**config.mk**
```make
export PLATFORM = sky130hd
export DESIGN_NAME = mem_access_unit
export DESIGN_NICKNAME = d
export VERILOG_FILES = /design/src/rtl/mem_access_unit.sv
export SDC_FILE = /design/constraint.sdc
export NUM_CORES = 1
export LEC_CHECK = 0
export ABC_AREA = 1
export CAP_MARGIN = 5
export CORE_UTILIZATION = 35
export CTS_BUF_LIST = sky130_fd_sc_hd__clkbuf_8
export DETAILED_ROUTE_END_ITERATION = 8
export GPL_TIMING_DRIVEN = 0
export PLACE_DENSITY = 0.73
export SYNTH_ARGS = -nofsm -noshare
export SYNTH_HDL_FRONTEND = slang
export SYNTH_SLANG_ARGS = --single-unit
export TNS_END_PERCENT = 30
```
**constraint.sdc**
```tcl
create_clock -name clk -period 2 [get_ports clk]
set_clock_uncertainty 0.1 [all_clocks]
set_input_delay 0.2 -clock clk [delete_from_list [all_inputs] [get_ports clk]]
set_output_delay 0.2 -clock clk [all_outputs]
set_load 0.02 [all_outputs]
```
**src/rtl/mem_access_unit.sv**
```systemverilog
`default_nettype none
// ============================================================================
// Module      : mem_access_unit
// Description : MEM-stage data-memory access engine. Decodes load/store ops,
//               runs a req/ack transaction on the data bus, lane-aligns store
//               data and byte enables, formats load data and stalls the
//               pipeline until the access completes or times out.
// Revision    : 1.0 - initial release
// ============================================================================
module mem_access_unit #(
    parameter int TIMEOUT_CYCLES = 16
) (
    input  logic        clk,
    input  logic        reset,
    input  logic [6:0]  mem_opcode,
    input  logic [2:0]  mem_func3,
    input  logic [31:0] mem_addr,
    input  logic [31:0] mem_wdata,
    output logic        dbus_req,
    output logic        dbus_we,
    output logic [31:0] dbus_addr,
    output logic [3:0]  dbus_be,
    output logic [31:0] dbus_wdata,
    input  logic        dbus_ack,
    input  logic [31:0] dbus_rdata,
    output logic [31:0] load_data,
    output logic        load_valid,
    output logic        stall,
    output logic        misaligned,
    output logic        bus_error
);

    localparam logic [6:0] c_OP_LOAD       = 7'b0000011;
    localparam logic [6:0] c_OP_STORE      = 7'b0100011;
    localparam logic [1:0] c_IDLE          = 2'd0;
    localparam logic [1:0] c_BUSY          = 2'd1;
    localparam logic [1:0] c_DONE          = 2'd2;
    localparam logic [7:0] c_TIMEOUT_LAST  = 8'(TIMEOUT_CYCLES - 1);

    logic [1:0]  r_state;
    logic [7:0]  r_cnt;
    logic        r_req;
    logic        r_we;
    logic [31:0] r_addr;
    logic [3:0]  r_be;
    logic [31:0] r_wdata;
    logic        r_is_load;
    logic [2:0]  r_func3;
    logic [1:0]  r_off;
    logic [31:0] r_load_data;
    logic        r_load_valid;
    logic        r_bus_error;

    logic        w_is_load;
    logic        w_is_store;
    logic        w_f3_ok;
    logic        w_addr_misal;
    logic        w_bad;
    logic        w_issue;
    logic [31:0] w_st_wdata;
    logic [3:0]  w_st_be;
    logic [7:0]  w_byte;
    logic [15:0] w_half;
    logic [31:0] w_ld_fmt;

    // Decode the held instruction: memory op type, legal func3, alignment
    always_comb begin
        w_is_load    = (mem_opcode == c_OP_LOAD);
        w_is_store   = (mem_opcode == c_OP_STORE);
        w_f3_ok      = 1'b0;
        w_addr_misal = 1'b0;
        if (w_is_load) begin
            case (mem_func3)
                3'b000, 3'b001, 3'b010, 3'b100, 3'b101: w_f3_ok = 1'b1;
                default:                                w_f3_ok = 1'b0;
            endcase
        end else if (w_is_store) begin
            case (mem_func3)
                3'b000, 3'b001, 3'b010: w_f3_ok = 1'b1;
                default:                w_f3_ok = 1'b0;
            endcase
        end
        // func3[1:0] encodes access size for every legal load/store
        if (mem_func3[1:0] == 2'b01) begin
            w_addr_misal = mem_addr[0];
        end else if (mem_func3[1:0] == 2'b10) begin
            w_addr_misal = |mem_addr[1:0];
        end
        w_bad   = (w_is_load | w_is_store) & (~w_f3_ok | w_addr_misal);
        w_issue = (w_is_load | w_is_store) & ~w_bad;
    end

    // Replicate store data across lanes and build the byte-enable mask
    always_comb begin
        w_st_wdata = mem_wdata;
        w_st_be    = 4'b1111;
        case (mem_func3[1:0])
            2'b00: begin
                w_st_wdata = {4{mem_wdata[7:0]}};
                w_st_be    = 4'b0001 << mem_addr[1:0];
            end
            2'b01: begin
                w_st_wdata = {2{mem_wdata[15:0]}};
                w_st_be    = mem_addr[1] ? 4'b1100 : 4'b0011;
            end
            default: begin
                w_st_wdata = mem_wdata;
                w_st_be    = 4'b1111;
            end
        endcase
    end

    // Pick the addressed byte/halfword from the returned word and extend it
    always_comb begin
        w_byte   = dbus_rdata[{r_off, 3'b000} +: 8];
        w_half   = dbus_rdata[{r_off[1], 4'b0000} +: 16];
        case (r_func3)
            3'b000:  w_ld_fmt = {{24{w_byte[7]}}, w_byte};
            3'b001:  w_ld_fmt = {{16{w_half[15]}}, w_half};
            3'b100:  w_ld_fmt = {24'd0, w_byte};
            3'b101:  w_ld_fmt = {16'd0, w_half};
            default: w_ld_fmt = dbus_rdata;
        endcase
    end

    // Transaction FSM: issue in IDLE, wait for ack or timeout in BUSY,
    // single release cycle in DONE
    always_ff @(posedge clk) begin
        if (reset) begin
            r_state      <= c_IDLE;
            r_cnt        <= 8'd0;
            r_req        <= 1'b0;
            r_we         <= 1'b0;
            r_addr       <= 32'd0;
            r_be         <= 4'd0;
            r_wdata      <= 32'd0;
            r_is_load    <= 1'b0;
            r_func3      <= 3'd0;
            r_off        <= 2'd0;
            r_load_data  <= 32'd0;
            r_load_valid <= 1'b0;
            r_bus_error  <= 1'b0;
        end else begin
            r_load_valid <= 1'b0;
            r_bus_error  <= 1'b0;
            case (r_state)
                c_IDLE: begin
                    if (w_issue) begin
                        r_req     <= 1'b1;
                        r_we      <= w_is_store;
                        r_addr    <= {mem_addr[31:2], 2'b00};
                        r_be      <= w_is_store ? w_st_be : 4'b1111;
                        r_wdata   <= w_is_store ? w_st_wdata : 32'd0;
                        r_is_load <= w_is_load;
                        r_func3   <= mem_func3;
                        r_off     <= mem_addr[1:0];
                        r_cnt     <= 8'd0;
                        r_state   <= c_BUSY;
                    end
                end
                c_BUSY: begin
                    if (dbus_ack) begin
                        // An ack in the final wait cycle still completes normally
                        r_req   <= 1'b0;
                        r_state <= c_DONE;
                        if (r_is_load) begin
                            r_load_data  <= w_ld_fmt;
                            r_load_valid <= 1'b1;
                        end
                    end else if (r_cnt == c_TIMEOUT_LAST) begin
                        r_req       <= 1'b0;
                        r_bus_error <= 1'b1;
                        r_state     <= c_DONE;
                        if (r_is_load) begin
                            r_load_data  <= 32'd0;
                            r_load_valid <= 1'b1;
                        end
                    end else begin
                        r_cnt <= r_cnt + 8'd1;
                    end
                end
                c_DONE: begin
                    // Pipeline advances this cycle, so never re-issue
                    r_state <= c_IDLE;
                end
                default: begin
                    r_state <= c_IDLE;
                end
            endcase
        end
    end

    // Stall covers the issue cycle and every wait cycle; misaligned flags the
    // offending instruction in the same cycle it is presented
    always_comb begin
        stall      = ~reset & (((r_state == c_IDLE) & w_issue) | (r_state == c_BUSY));
        misaligned = ~reset & (r_state == c_IDLE) & w_bad;
    end

    assign dbus_req   = r_req;
    assign dbus_we    = r_we;
    assign dbus_addr  = r_addr;
    assign dbus_be    = r_be;
    assign dbus_wdata = r_wdata;
    assign load_data  = r_load_data;
    assign load_valid = r_load_valid;
    assign bus_error  = r_bus_error;

endmodule
`default_nettype wire

```
==> reports/metrics.csv <==
metric,value,unit
status,"complete, no violations",
maxCapViolations,0,
clk_path_buf_depth,2,
worst_path_max_delay_cell,clkdlybuf4s50_1,
critPathTopFamily,buffers and inverters,
synthesis.area,5690,sq um
crit_arrival,1680,ps
r2r_slack,150,ps
fmax,0.505,GHz
fin_crit,1980,ps
worst_slew_pin_slew,694,ps
r2r-end,load_data[20]$_SDFFE_PP0P_,
multi_input_area,2790,sq um
maxSlewViolCount,0,
period_share,99.1,%
die_area,16800,sq um
route.detailed.drc,0,
min-delay-start,reset,
routed_wl,18800,um
hpwlAfterDp,13800,um
postPlaceCellArea,8070,sq um
cts_hold_buf,0,
grt.overflow.total,0,
wl_per_cell,14.3,um
setup_tns,0,ps
numPortBuffers,211,
final_common_cell,nand2_1,
rsz0062_at_grt,true,
rows,46,
core_area,15900,sq um
clockRootBuffer,clkbuf_8,
clock_latency,430,ps
vdd_drop_max,0.347,mV
seq_area,2360,sq um
clk_pin_slew_worst_paths,70,ps
finish.instance_area,8500,sq um
initial_core_util,35.8,%
power.density,561,nW/um^2
leakagePower,3.44,nW
syn_avg_cell_area,6.66,sq um
cts_tree,built,
drtPass1Iterations,5,
antenna_found_initial,0,
dr.first_iter.drc_count,391,
cp.depth,10,
antenna_cells,0,
grt_pass1_wl,29200,um
crit_type,input port to output pin,
hold_depth,2,
hold_class,input port to register,
drive_gt1_share,8.37,%
cts_num_sinks,118,
ys_types,35,
crit_buf_inv,4,
reg2reg_from,r_cnt[0]$_SDFFE_PP0P_,
nets,1197,
h-tree-depth,4,
slowest_delay,400,ps
final_cell_mix,"310 x nand2_1, 207 x clkdlybuf4s50_1, 118 x dfxtp_1",
cp_data_required_time,1700,ps
grt_usage,22.7,%
endpoint_kind,output pin,
final_cells,1315,
final_antenna_net_count,0,
place_inst,1282,
yosysSeqAreaShare,41.5,%
whs_endpoint,bus_error$_SDFF_PP0_,
finalSetupViolations,0,
vias,6293,
netlist_instances,854,
numCtsBuffers,17,
r2r_cells,10,
crit_fanout,10,
place.gp.congestion,0.897,
num-fill-cells,1668,
ios,215,
slew_headroom,53.7,%
ys_warn_count,0,
synth_seq_cells,118,
area_growth_syn_to_layout,49.4,%
grt_pass1_vias,5814,
dieHeight,129,um
crit_path_start_kind,input port,
die-width,129,um
finalHoldViolations,0,
viasPerCell,4.79,
grt_start_max_net_pins,17,
path_cells,clkdlybuf4s50_1 > inv_1 > nand2_1 > nor2_4 > nand3_1 > nand2_2 > nand3_4 > buf_6 > a21oi_1 > buf_4,
## where the power goes
| group | switching (mW) | internal, mW |
|---|---|---|
| clock network | 0.982 | 0.925 |
| logic | 0.242 | 0.262 |
| registers | 0.00191 | 2.35 |
| total | 1.23 | 3.54 |
## cell type report
type	instances	area share (%)
Clock inverter	11	0.736
Inverter	78	3.47
Multi-Input combinational cell	609	32.8
Clock buffer	20	3.24
Tap cell	216	3.18
Sequential cell	118	27.8
Timing Repair Buffer	213	25.0
Buffer	50	3.84
## cells in the mapped netlist, drive strengths merged
master	n	area share (%)
nand3b	2	0.26
o211ai	9	1.2
nor3	1	0.088
xor2	1	0.15
dfxtp	118	42
a21o	1	0.13
nor4	1	0.11
a211oi	3	0.40
ha	1	0.22
inv	77	5.1
conb	1	0.066
o21ai	47	4.3
or2	3	0.33
nand3	24	2.7
a21oi	106	9.3
o221ai	7	1.1
buf	30	4.0
nand4	5	0.81
clkbuf	20	1.3
nor2	81	5.8
clkinv	1	0.066
nand2	314	21
o211a	1	0.18
## stage by stage
| stage | worst slack (ps) | power [mW] | utilization (%) | hold slack (ps) |
|---|---|---|---|---|
| 2_1_floorplan | 307 | 2.60 | - | 179 |
| 3_3_place_gp | -810 | 2.90 | 50.8 | 336 |
| 3_5_place_dp | -809 | 2.90 | 50.8 | 340 |
| 4_1_cts | 10.7 | 4.81 | 53.2 | 36.8 |
| 5_1_grt | -69.9 | 4.96 | 53.5 | 61.2 |
| 6_report | 18.9 | 4.76 | 53.5 | 63.9 |
## cells by family (layout without fill, tap and decap cells)
logic type,Yosys count,count (layout),share of synthesized area [%]
simple gates,431,431,31.0
compound gates,174,174,16.6
buf+inv,128,372,10.5
fa+ha+maj,1,1,0.220
other cells,1,2,0.0659
flops,118,118,41.5
xor+xnor,1,1,0.154
## metal layers
metal	share of wire (%)	up-vias	wire length (um)	global-route usage (%)
li1	-	3169	-	-
met1	44	2849	8220	28.5
met2	46	254	8570	36.5
met3	9.2	21	1720	7.47
met4	1.4	0	260	7.52
met5	0	-	0	0
## worst max-delay path by stage
| stage | start | end | slack [ps] |
|---|---|---|---|
| CTS | mem_opcode[2] | stall | 10 |
| global route | mem_opcode[2] | stall | -70 |
| floorplan | mem_opcode[2] | stall | 310 |
| finish | mem_opcode[2] | stall | 20 |
| global placement | mem_func3[0] | stall | -810 |
| detailed placement | mem_func3[0] | stall | -810 |
## sequential cells by signal, summed over array words and instances (netlist names)
| signal | cells |
|---|---|
| r_state | 2 |
| r_func3 | 3 |
| dbus_addr | 30 |
| r_cnt | 8 |
| r_is_load | 1 |
| r_off | 2 |
| dbus_be | 4 |
| dbus_we | 1 |
| dbus_wdata | 32 |
| bus_error | 1 |
| dbus_req | 1 |
| load_data | 32 |
| load_valid | 1 |
## timing repair
| action | 4_1_cts | 5_1_grt |
|---|---|---|
| pin swaps | 3 | 0 |
| setup buffers | 2 | 0 |
| resized for setup | 16 | 21 |
| setup endpoints to repair | 2 | 39 |
(Power assumes the default switching activity.)
